## src/rtl/fetch_controller.sv

```systemverilog
// Multicycle instruction-fetch sequencer. It owns the PC load path, runs the
// single-outstanding request/ack handshake with instruction memory, hands each
// fetched word to decode and resolves the next PC once execute finishes.
module fetch_controller #(
  parameter logic [31:0] RESET_VECTOR = 32'h0000_0000,
  parameter logic [31:0] TRAP_VECTOR  = 32'h0000_0100
) (
  input  logic        clk,
  input  logic        reset,
  input  logic [31:0] pc_value,
  output logic        pc_load,
  output logic [31:0] pc_next,
  output logic        imem_req,
  output logic [31:0] imem_addr,
  input  logic        imem_ack,
  input  logic [31:0] imem_rdata,
  output logic [31:0] instr,
  output logic        instr_valid,
  input  logic        instr_ready,
  input  logic        stall,
  input  logic        exec_done,
  input  logic        exec_redirect,
  input  logic [31:0] exec_target,
  input  logic        trap_req,
  output logic        trap_taken
);

  typedef enum logic [2:0] {
    BOOT,
    FETCH,
    ISSUE,
    EXECUTE,
    UPDATE
  } state_t;

  state_t      state;
  state_t      state_nxt;

  logic        req_pending;   // request raised and not yet acknowledged
  logic [31:0] instr_q;       // word held for decode
  logic [31:0] target_q;      // resolved next PC, presented during UPDATE
  logic        trap_q;        // the resolved next PC is a trap-vector load

  logic        req_c;
  logic        load_c;
  logic        valid_c;
  logic        trap_c;
  logic [31:0] next_c;

  logic [31:0] resolve_pc;
  logic        resolve_trap;

  // Next-PC resolution for the instruction that is finishing execute.
  always_comb begin
    resolve_pc   = pc_value + 32'd4;
    resolve_trap = 1'b0;
    if (trap_req) begin
      resolve_pc   = TRAP_VECTOR;
      resolve_trap = 1'b1;
    end else if (exec_redirect && (exec_target[1:0] != 2'b00)) begin
      resolve_pc   = TRAP_VECTOR;
      resolve_trap = 1'b1;
    end else if (exec_redirect) begin
      resolve_pc   = exec_target;
    end
  end

  // Next-state and raw (pre-reset-gating) output decode.
  always_comb begin
    // NOTE: every signal gets a default before the case so no path leaves
    // one unassigned; an unassigned path in combinational logic is a latch.
    state_nxt = state;
    req_c     = 1'b0;
    load_c    = 1'b0;
    valid_c   = 1'b0;
    trap_c    = 1'b0;
    next_c    = '0;
    case (state)
      BOOT: begin
        load_c    = 1'b1;
        next_c    = RESET_VECTOR;
        state_nxt = FETCH;
      end
      FETCH: begin
        // Once raised, the request is held through stall until acknowledged.
        req_c = req_pending || !stall;
        if (req_c && imem_ack) state_nxt = ISSUE;
      end
      ISSUE: begin
        valid_c = 1'b1;
        if (instr_ready) state_nxt = EXECUTE;
      end
      EXECUTE: begin
        if (exec_done) state_nxt = UPDATE;
      end
      UPDATE: begin
        load_c    = 1'b1;
        next_c    = target_q;
        trap_c    = trap_q;
        state_nxt = FETCH;
      end
      default: state_nxt = BOOT;
    endcase
  end

  // State and datapath registers with synchronous active-low reset.
  always_ff @(posedge clk) begin
    // NOTE: sequential state uses non-blocking assignments so every register
    // samples pre-edge values, independent of statement order.
    if (!reset) begin
      state       <= BOOT;
      req_pending <= 1'b0;
      instr_q     <= '0;
      target_q    <= '0;
      trap_q      <= 1'b0;
    end else begin
      state       <= state_nxt;
      req_pending <= req_c && !imem_ack;
      if (req_c && imem_ack) instr_q <= imem_rdata;
      if (state == EXECUTE && exec_done) begin
        target_q <= resolve_pc;
        trap_q   <= resolve_trap;
      end
    end
  end

  // While reset is asserted every output reads 0, whatever the current state.
  assign pc_load     = reset & load_c;
  assign pc_next     = reset ? next_c : '0;
  assign imem_req    = reset & req_c;
  assign imem_addr   = imem_req ? pc_value : '0;
  assign instr       = reset ? instr_q : '0;
  assign instr_valid = reset & valid_c;
  assign trap_taken  = reset & trap_c;

endmodule

```

## config.mk

```make
export PLATFORM = sky130hd
export DESIGN_NAME = fetch_controller
export DESIGN_NICKNAME = d
export VERILOG_FILES = /design/src/rtl/fetch_controller.sv
export SDC_FILE = /design/constraint.sdc
export NUM_CORES = 1
export LEC_CHECK = 0
export BUFFER_PORTS_ARGS = -buffer_cell sky130_fd_sc_hd__buf_2
export CORE_MARGIN = 1.5
export CORE_UTILIZATION = 32
export DETAILED_ROUTE_END_ITERATION = 10
export PLACE_DENSITY = 0.63
export SLEW_MARGIN = 5
export SYNTH_ARGS = -nofsm -noshare
export SYNTH_HDL_FRONTEND = slang
export SYNTH_SLANG_ARGS = --single-unit
export TNS_END_PERCENT = 1
```

## constraint.sdc

```tcl
create_clock -name clk -period 2.08 [get_ports clk]
set_input_delay 0.208 -clock clk [delete_from_list [all_inputs] [get_ports clk]]
set_output_delay 0.208 -clock clk [all_outputs]
set_load 0.05 [all_outputs]
```

==> results.cfg <==
[global_routing]
antenna_found_initial = 0
track_usage_pct = 20.87
global_route.overflow_total = 0
via_count_of_the_first_global_routing_pass = 4811
grt_pass1_wl_um = 23670
grt_start_max_net_pins = 54

[synth]
syn-cell-area_um2 = 4219
synth_seq_area_share_pct = 32.74
average_footprint_of_a_synthesized_cell_um2 = 7.643
syn_inst = 552
netlist_top_cells_area = dfxtp_1 33%, and2_1 9.6%, nand2_1 7.9%
yosys.area_share.xor_xnor_pct = 1.661
postSynth.asyncResetShare_pct = 0
post_synth_fa_ha_maj_area_fraction_pct = 0.2966
synth_compound_gate_area_share_pct = 19.78
ys_seq_elements = 69
syn_nets = 657
synth-edff-count = 0
ys_top_cells_by_count = 89 x nand2_1, 69 x dfxtp_1, 65 x and2_1
synthMostInstantiatedCell = nand2_1
yosys.cell_types.count = 58
synth_warn = 0
yosys-mux-area-fraction_pct = 0.2372
synth.top_cell.area_share_pct = 32.74
synthSimpleGateAreaFrac_pct = 39.09
synth_top_family_by_area = simple AND/OR/NAND/NOR gates
netlist.top_cell.by_area = dfxtp_1
most_instantiated_flip_flop_cell_in_the_synthesis_netlist = dfxtp_1

[routing]
vias_per_cell = 5.271
totalWireLength_um = 14920
firstDrtPassIters = 5
drcViolationCount = 0
routed_wire_length_per_instance_um = 15.94
detail_route.iter0.violations = 252
num_vias = 4934
drtAntennaViolNets = 0

[setup_path]
required_time_worst_endpoint_ns = 1.87
startpoint_type = register
crit_arrival_ns = 1.80
crit-reg2reg-capture = target_q[17]$_SDFFE_PN0P_
ff2ff_path_depth = 6
maximum_fanout_encountered_on_the_critical_timing_path = 18
timing.setup.critical_path_class = reg2out
critPathCaptureType = output pin
ff2ff_setup_slack_ns = 0.20
critical_path.reg2reg.startpoint = state[2]$_SDFFE_PN0P_

[clock_tree]
clock_tree.root_cell = clkbuf_16
cts_buffer_depth = 2
cts_tree = built
ctsHoldBuffers = 0
clock_sinks = 69
clkTransAtPathRegs_ns = 0.06
numCtsBuffers = 9
htreeDepth = 3
worst_skew_pair.late_latency_ns = 0.33

[power_and_ir_drop]
switching_share_pct = 27.59
vdd.ir_drop.worst_v = 0.0003354
comb_power_share_pct = 17.7
internal-power_w = 0.002534
total_leakage_power_nw = 2.780
power.density_nw_per_um2 = 591.0
total_switching_power_w = 0.0009656
p_seq_share_pct = 39.0
clockPowerShare_pct = 43.3

[timing]
finalMaxSlewViolations = 0
period_needed_ns = 2.005
finalCritPeriodShare_pct = 96.40
maxClockFrequency_mhz = 498.7
final.setup_skew_ns = 0.003938
setup_tns_ns = 0
timing.final.setup_violations = 0
relSlewSlack_pct = 62.14
timing_worst_slew_pin_value_ns = 0.5678
whs_ns = 0.1098
finalHoldViolCount = 0
rsz_0062_raised_after_global_routing = true

[floorplanning]
floorplan.core_area_um2 = 12720
number_of_top_level_pins = 204
die_w_um = 117.8
initial_core_util_pct = 33.16
full_die_area_um2 = 13880
placementRows = 41
die_height_um = 117.8

[final_layout]
finish.net_count = 864
ant_diodes = 0
multi_input_comb_area_um2 = 2595
sequential_cell_area_um2 = 1381
drive_above_1_share_pct = 35.21
syn_to_final_growth_pct = 40.33
filler_cell_count = 1338

[placement]
detailedPlacementHpwl_um = 11150
globalplace.congestion = 0.9070
quantity_of_i_o_buffers_inserted_on_ports = 203

[hold_path]
hp-start = imem_ack
path_type_of_the_worst_min_delay_path = in2reg
timing.hold.worst_endpoint = req_pending$_SDFF_PN0_
whs_path_depth = 2

[job]
maxCapViolCount = 0

[run_status]
outcome = finished, final reports clean
## power groups by stage
| stage | clock network [W] | registers [W] | logic (W) |
|---|---|---|---|
| 4_1_cts | 0.00155 | 0.00136 | 0.000613 |
| 6_report | 0.00152 | 0.00136 | 0.000619 |
| 3_3_place_gp | 0 | 0.00139 | 0.000586 |
| 5_1_grt | 0.00161 | 0.00137 | 0.000667 |
| 2_1_floorplan | 0 | 0.00139 | 0.000344 |
| 3_5_place_dp | 0 | 0.00139 | 0.000598 |
## per-layer routing
layer | share of wire, % | up-vias | track usage [%]
li1 | - | 2398 | -
met5 | 0 | - | 0
met3 | 5.9 | 21 | 3.246
met4 | 2.0 | 0 | 7.851
met2 | 49 | 201 | 36.92
met1 | 43 | 2314 | 25.43
## repair_timing
action,CTS,global route
endpoints found under the hold margin,0,0
buffers inserted,1,0
setup endpoints to repair,32,41
resized for setup,33,3
## logic make-up after synthesis
logic type	count (synthesis)
AO/OA/AOI/OAI	128
XOR/XNOR	8
adder cells (fa/ha/maj)	1
buffers and inverters	55
flip-flops	69
multiplexers	1
AND/OR/NAND/NOR	290
## cells in the final DEF, fill, tap and decap left out, types with 13 or more instances in the layout
cell type	count
buf_2	171
nand2_1	89
buf_4	70
dfxtp_1	69
and2_1	65
a21oi_1	51
and3_1	36
nand3_1	14
or4_1	13
o21ai_0	13
## how the worst max path moves through the flow
| stage | start | endpoint | slack, ns | cells past startpoint |
|---|---|---|---|---|
| 2_1_floorplan | reset | imem_addr[22] | -0.19 | 6 |
| 3_3_place_gp | pc_value[2] | target_q[30]$_SDFFE_PN0P_ | -0.1 | 6 |
| 3_5_place_dp | pc_value[2] | target_q[30]$_SDFFE_PN0P_ | -0.13 | 6 |
| 4_1_cts | state[0]$_SDFFE_PN0P_ | imem_addr[31] | 0.003 | 6 |
| 5_1_grt | state[0]$_SDFFE_PN0P_ | imem_addr[31] | -0.02 | 6 |
| 6_report | state[2]$_SDFFE_PN0P_ | imem_addr[31] | 0.07 | 6 |
## flip-flops by register name, indices dropped and copies added, names as in the netlist
signal       cells
trap_q           1
req_pending      1
instr_q         32
state            3
target_q        32
## critical path, cell delays in order, from the launching register on
cell and delay [ns]:
dfxtp_1 0.35, buf_6 0.13, nand2b_1 0.16, and3b_1 0.26, buf_4 0.21, and2_1 0.16, buf_4 0.20
## cell type report
| class | count | share of cell area (%) |
|---|---|---|
| clock buffers | 13 | 4.227 |
| clock inverters | 3 | 0.7608 |
| inverters | 8 | 0.5072 |
| multi-input cells | 428 | 43.83 |
| flip-flops and latches | 69 | 23.33 |
| well taps | 172 | 3.635 |
| repair buffers | 243 | 23.71 |
## stage by stage
| step | cells | util [%] | area, um2 | power (W) | setup slack (ns) |
|---|---|---|---|---|---|
| after detailed placement | 919 | 43.40 | 5522 | 0.001992 | -0.1286 |
| after global placement | 919 | 43.40 | 5522 | 0.001978 | -0.09836 |
| after floorplan | 552 | - | 4220 | 0.001733 | -0.1905 |
| final | 936 | 46.54 | 5921 | 0.003499 | 0.07486 |
| after global routing | 936 | 46.54 | 5921 | 0.003640 | -0.02154 |
| after CTS | 936 | 46.44 | 5908 | 0.003530 | 0.002840 |
No activity file was read; power rests on OpenSTA's default activity.
